<file path="src/rtl/rca_pipelined.sv">
// -----------------------------------------------------------------------------
// rca_pipelined
//   WIDTH-bit ripple-carry adder with one full-adder and one register stage
//   per bit. A new operand pair is accepted on every rising edge and
//   {cout,sum} = a + b + cin appears WIDTH register edges later (the
//   sampling edge counts as the first). No stalls, no overflow flag.
//
//   Ports:
//     a, b      in   WIDTH  operands, sampled every rising edge
//     cin       in   1      carry-in, sampled with a/b
//     clock     in   1      rising-edge clock
//     sum       out  WIDTH  registered sum
//     cout      out  1      registered carry-out
//     rst_n     in   1      synchronous active-low reset
//     in_valid  in   1      (RCA_VALID_EN only) qualifies the sampled pair
//     out_valid out  1      (RCA_VALID_EN only) qualifies sum/cout
//
//   Optional macro: RCA_VALID_EN adds a valid bit that shifts alongside the
//   data. The data path itself is identical with or without it.
//
//   Each stage k holds a working word r_v[k]: bits 0..k are finished sum bits
//   and bits above k are still the untouched A operand bits. B travels in its
//   own skew register r_b[k], and r_c[k] is the carry into bit k+1. Stage k
//   therefore only ever adds bit k of the word it receives, which keeps the
//   combinational depth to a single full adder.
// -----------------------------------------------------------------------------
module rca_pipelined #(
    parameter int WIDTH = 4
) (
    input  logic [WIDTH-1:0] a,
    input  logic [WIDTH-1:0] b,
    input  logic             cin,
    input  logic             clock,
    output logic [WIDTH-1:0] sum,
    output logic             cout,
    input  logic             rst_n
`ifdef RCA_VALID_EN
    ,
    input  logic             in_valid,
    output logic             out_valid
`endif
);

    // Stage registers
    logic [WIDTH-1:0] r_v [WIDTH];
    logic [WIDTH-1:0] r_b [WIDTH];
    logic             r_c [WIDTH];

    // Per-stage inputs and next-state values
    logic [WIDTH-1:0] w_v_in  [WIDTH];
    logic [WIDTH-1:0] w_b_in  [WIDTH];
    logic             w_c_in  [WIDTH];
    logic             w_fa_s  [WIDTH];
    logic             w_fa_c  [WIDTH];
    logic [WIDTH-1:0] w_v_nxt [WIDTH];

    for (genvar k = 0; k < WIDTH; k++) begin : g_stage
        localparam logic [WIDTH-1:0] BIT_K = WIDTH'(1) << k;

        // Stage 0 takes the raw inputs; later stages take the previous stage.
        if (k == 0) begin : g_first
            assign w_v_in[k] = a;
            assign w_b_in[k] = b;
            assign w_c_in[k] = cin;
        end else begin : g_rest
            assign w_v_in[k] = r_v[k-1];
            assign w_b_in[k] = r_b[k-1];
            assign w_c_in[k] = r_c[k-1];
        end

        assign w_fa_s[k] = w_v_in[k][k] ^ w_b_in[k][k] ^ w_c_in[k];
        assign w_fa_c[k] = (w_v_in[k][k] & w_b_in[k][k])
                         | (w_v_in[k][k] & w_c_in[k])
                         | (w_b_in[k][k] & w_c_in[k]);

        // Overwrite the consumed A bit with the finished sum bit.
        assign w_v_nxt[k] = (w_v_in[k] & ~BIT_K) | ({WIDTH{w_fa_s[k]}} & BIT_K);
    end

    always_ff @(posedge clock) begin
        if (!rst_n) begin
            for (int k = 0; k < WIDTH; k++) begin
                r_v[k] <= '0;
                r_b[k] <= '0;
                r_c[k] <= 1'b0;
            end
        end else begin
            for (int k = 0; k < WIDTH; k++) begin
                r_v[k] <= w_v_nxt[k];
                r_b[k] <= w_b_in[k];
                r_c[k] <= w_fa_c[k];
            end
        end
    end

    // After the last stage every bit of the working word is a sum bit.
    assign sum  = r_v[WIDTH-1];
    assign cout = r_c[WIDTH-1];

`ifdef RCA_VALID_EN
    logic r_vld [WIDTH];

    always_ff @(posedge clock) begin
        if (!rst_n) begin
            for (int k = 0; k < WIDTH; k++) begin
                r_vld[k] <= 1'b0;
            end
        end else begin
            r_vld[0] <= in_valid;
            for (int k = 1; k < WIDTH; k++) begin
                r_vld[k] <= r_vld[k-1];
            end
        end
    end

    assign out_valid = r_vld[WIDTH-1];
`endif

endmodule

</file>
<file path="config.mk">
export PLATFORM = sky130hd
export DESIGN_NAME = rca_pipelined
export DESIGN_NICKNAME = d
export VERILOG_FILES = /design/src/rtl/rca_pipelined.sv
export SDC_FILE = /design/constraint.sdc
export NUM_CORES = 1
export LEC_CHECK = 0
export BUFFER_PORTS_ARGS = -buffer_cell sky130_fd_sc_hd__buf_2
export CAP_MARGIN = 20
export CORE_MARGIN = 3
export CORE_UTILIZATION = 54
export CTS_CLUSTER_DIAMETER = 80
export DETAILED_ROUTE_END_ITERATION = 6
export PLACE_DENSITY = 0.88
export SLEW_MARGIN = 10
export SYNTH_ARGS = -nofsm -noshare
export SYNTH_HDL_FRONTEND = slang
export SYNTH_SLANG_ARGS = --single-unit
</file>
<file path="constraint.sdc">
create_clock -name clock -period 2.2 [get_ports clock]
set_input_delay 0 -clock clock [delete_from_list [all_inputs] [get_ports clock]]
set_output_delay 0 -clock clock [all_outputs]
set_load 0.02 [all_outputs]
</file>
==> run summary <==
After detailed routing, the number of remaining DRC violations is 0. The number of warnings reported in the yosys synthesis log is 0. The first global-routing pass estimated between 1.5 and 2 mm of wire.

The number of hold violations in the final report is 0. The number of fillers in the final layout came out at 97. The worst path required time is between 2 and 2.5 ns. The initial detailed-routing violation count is 2. The number of I/O port buffers came out at 15. Yosys attributes the largest share of cell area to sky130_fd_sc_hd__dfxtp_1, sky130_fd_sc_hd__and2_1, sky130_fd_sc_hd__fa_1.

From bottom edge to top edge, the die measures around 44 µm. Global routing consumed, on the met3 layer, under 10% of the routing resources. The cell family contributing the most delay on the critical path is adder cells. The met2 layer usage reported by global route came out at a little over a fifth.

The setup violation total in the final timing report is 0. 16 I/O pins were placed. The delay of the slowest critical-path stage is about 0.45 ns.

The count of unique library cells instantiated by Yosys is 6. The global-route usage over all layers is about an eighth. IR analysis of the VDD net gives a maximum drop of ~540 µV. The area share of the largest cell type after synthesis came out at 65.3%.

The highest clock rate is 949 MHz. The number of synthesized flops with an enable pin came out at 0. Max-cap violations in this run came to 0. Using the TritonRoute via totals, the vias-per-cell ratio works out to ~4.5. Entering global routing, the biggest net connects 27 pins. Dividing the detail-routed wire length by the instance count gives about 9.3 µm. The headroom to the max-slew limit is 80.5%. In the post-synthesis netlist, the cell with the most instances is sky130_fd_sc_hd__dfxtp_1. The cell area after technology mapping came out at around 800 µm². Together, buffers and inverters on the worst path number 0. The count of cells along the worst hold path is 3. For this configuration, the core starts out at a cell density of between 50 and 60%. The area growth from synthesis to final layout is 21.0%. The worst clock skew came out at around 0.0021 ns.

The setup fix buffers added after clock tree synthesis is 0. Traced cell by cell, the critical path runs through fa_1 -> and2_1. The placement row count is 13. The measured slew at the worst slew-check pin came out at 0.292 ns.

The total via count after detailed routing came out at between 400 and 500. In this run the worst hold path is classified as input port to flip-flop. In the final layout, the share of cells above drive strength 1 is 22.6%.

For this run, the share of the core covered by cells in the final layout is a little under three quarters. The total clock buffers created by CTS came out at 3. The most used flip-flop cell after synthesis is sky130_fd_sc_hd__dfxtp_1.

The count of final max-slew check failures is 0. Setup repair after global routing left no endpoint under its margin. The final clock period utilization by the worst path is between 40% and 50%. The first-pass detailed-route iteration total is 2. The number of storage elements in the synthesis netlist came out at 26. The worst-path cell with the longest stage delay is sky130_fd_sc_hd__fa_1. In this run the critical register-to-register path is launched from r_v[1][2]. The sum of routed wire length over all layers came out at approximately 900 µm. The clock drives 26 sinks.

The worst setup path is of the flip-flop to flip-flop kind. In this run the static leakage power is between 0.4 and 0.5 nW. TritonCTS built the clock tree. The worst setup path is launched from a flip-flop.

The cell count after synthesis came out at 61. The total area inside the core boundary comes to roughly 1400 µm². The placed instance area is 868 µm². The cell depth of the worst setup path is 2. The met1 capacity usage during global routing is between 10 and 15%. The endpoint kind of the worst setup timing path is a flip-flop.

The highest fanout seen on the critical path came out at 1. The global routing stage identified its most utilized layer as met2. The ratio of total power to cell area came out at ~810 nW/µm².

Synthesis produced a netlist with a net count of between 70 and 80. The flow ran to the end, and the final reports show no timing, DRC or antenna violations. The minimum period implied by the final worst setup slack is 1.05 ns.

Of the synthesized area, sequential elements account for 65.3%. For the worst flop-to-flop path, the logic depth is 2. The via count of the first global-routing pass is ~440. The critical path data arrival time came out at 1.27 ns. The die is about 44 µm wide. The post-detailed-route count of antenna-violating nets came out at 0. After the last flow step, the layout net total stands at 100.

The overall die area came out at roughly 2000 µm². The setup TNS after final layout came out at 0 ns. The share of async-settable or async-resettable flops after synthesis is 0%. The critical path starts at r_v[1][2]. Of all cell types, the one taking the most synthesized area is sky130_fd_sc_hd__dfxtp_1. After clock tree synthesis, the clock-pin slew on the worst setup and hold paths is about 0.13 ns.

The cell at the root of the clock tree is sky130_fd_sc_hd__clkbuf_4. Averaged over all synthesized cells, the footprint is between 10 and 15 µm². Counting along the longest clock path gives a buffer depth of 2. The final HPWL from detailed placement came out at 564 µm. The remaining global-route overflow came out at 0. The startpoint of the tightest hold check path is cin. The repair_antennas step left the layout with diodes totalling 0. The final weighted congestion of routability-driven global placement came out at approximately 0.60. The initial antenna violation count came out at 0. The clock reaches the later pin of the worst-skew pair after 0.31 ns.

The area of all placed cells without fillers came out at between 900 and 1000 µm². The number of H-tree levels came out at 1. Counting instances in the post-synthesis netlist gives the leading cell types as sky130_fd_sc_hd__dfxtp_1, sky130_fd_sc_hd__and2_1, sky130_fd_sc_hd__fa_1.
per-stage QoR:
step / power (mW) / setup slack (ns) / instances / hold WS, ns
3_3_place_gp: 0.548 / 1.19 / 89 / 0.205
2_1_floorplan: 0.537 / 1.19 / 61 / 0.122
4_1_cts: 0.785 / 1.15 / 99 / 0.0365
6_report: 0.778 / 1.15 / 99 / 0.0477
3_5_place_dp: 0.552 / 1.16 / 89 / 0.210
5_1_grt: 0.820 / 1.09 / 99 / 0.0661
state kept, by name (all words and copies together), names as in the netlist:
name	flops
r_v	16
r_b	6
r_c	4
area by class of cell:
class	instances	area (µm²)	area share, %
clock buffer	4	36.3	3.76
inverter	3	11.3	1.17
multi-input combinational	30	243	25.2
sequential	26	520	54.0
tap	15	18.8	1.95
timing repair buffer	21	135	14.0
power by group:
part	total [mW]	leakage (nW)	switching [mW]	internal [mW]
logic	0.0485	0.194	0.0194	0.0291
clock network	0.229	0.0210	0.128	0.101
registers	0.500	0.214	0.00652	0.494
worst register-to-register path, stage by stage (launching register included):
cell                      delay (ns)
sky130_fd_sc_hd__dfxtp_1        0.35
sky130_fd_sc_hd__fa_1           0.46
sky130_fd_sc_hd__and2_1         0.16
cells in the final DEF (no fill, tap or decap):
cell,n
sky130_fd_sc_hd__and2_1,24
sky130_fd_sc_hd__clkbuf_8,1
sky130_fd_sc_hd__clkbuf_4,3
sky130_fd_sc_hd__dlygate4sd3_1,6
sky130_fd_sc_hd__nor2b_1,2
sky130_fd_sc_hd__buf_2,15
sky130_fd_sc_hd__fa_1,4
sky130_fd_sc_hd__dfxtp_1,26
sky130_fd_sc_hd__inv_1,3
timing repair:
item,in CTS,in global routing
hold buffers,6,0
resized for setup,0,0
endpoints found under the hold margin,6,0
final timing paths:
check,endpoint,slack (ns)
setup / recovery,r_v[2][2],1.15
hold / removal,r_v[0][0],0.05
setup reg to reg,r_v[2][2],1.15
hold reg to reg,r_v[3][2],0.45
per-layer routing:
metal	vias to the layer above	wire, µm
li1	225	-
met1	203	403
met2	13	455
met3	2	54
met4	0	6
met5	-	0
kinds of logic after synthesis:
kind of cell | count (synthesis) | share of synthesized area (%)
DFF | 26 | 65.3
buffers and inverters | 5 | 4.24
adders and majority gates | 4 | 10.0
and+or+nand+nor | 26 | 20.4
Note: power is estimated with default switching activity, not from simulation.
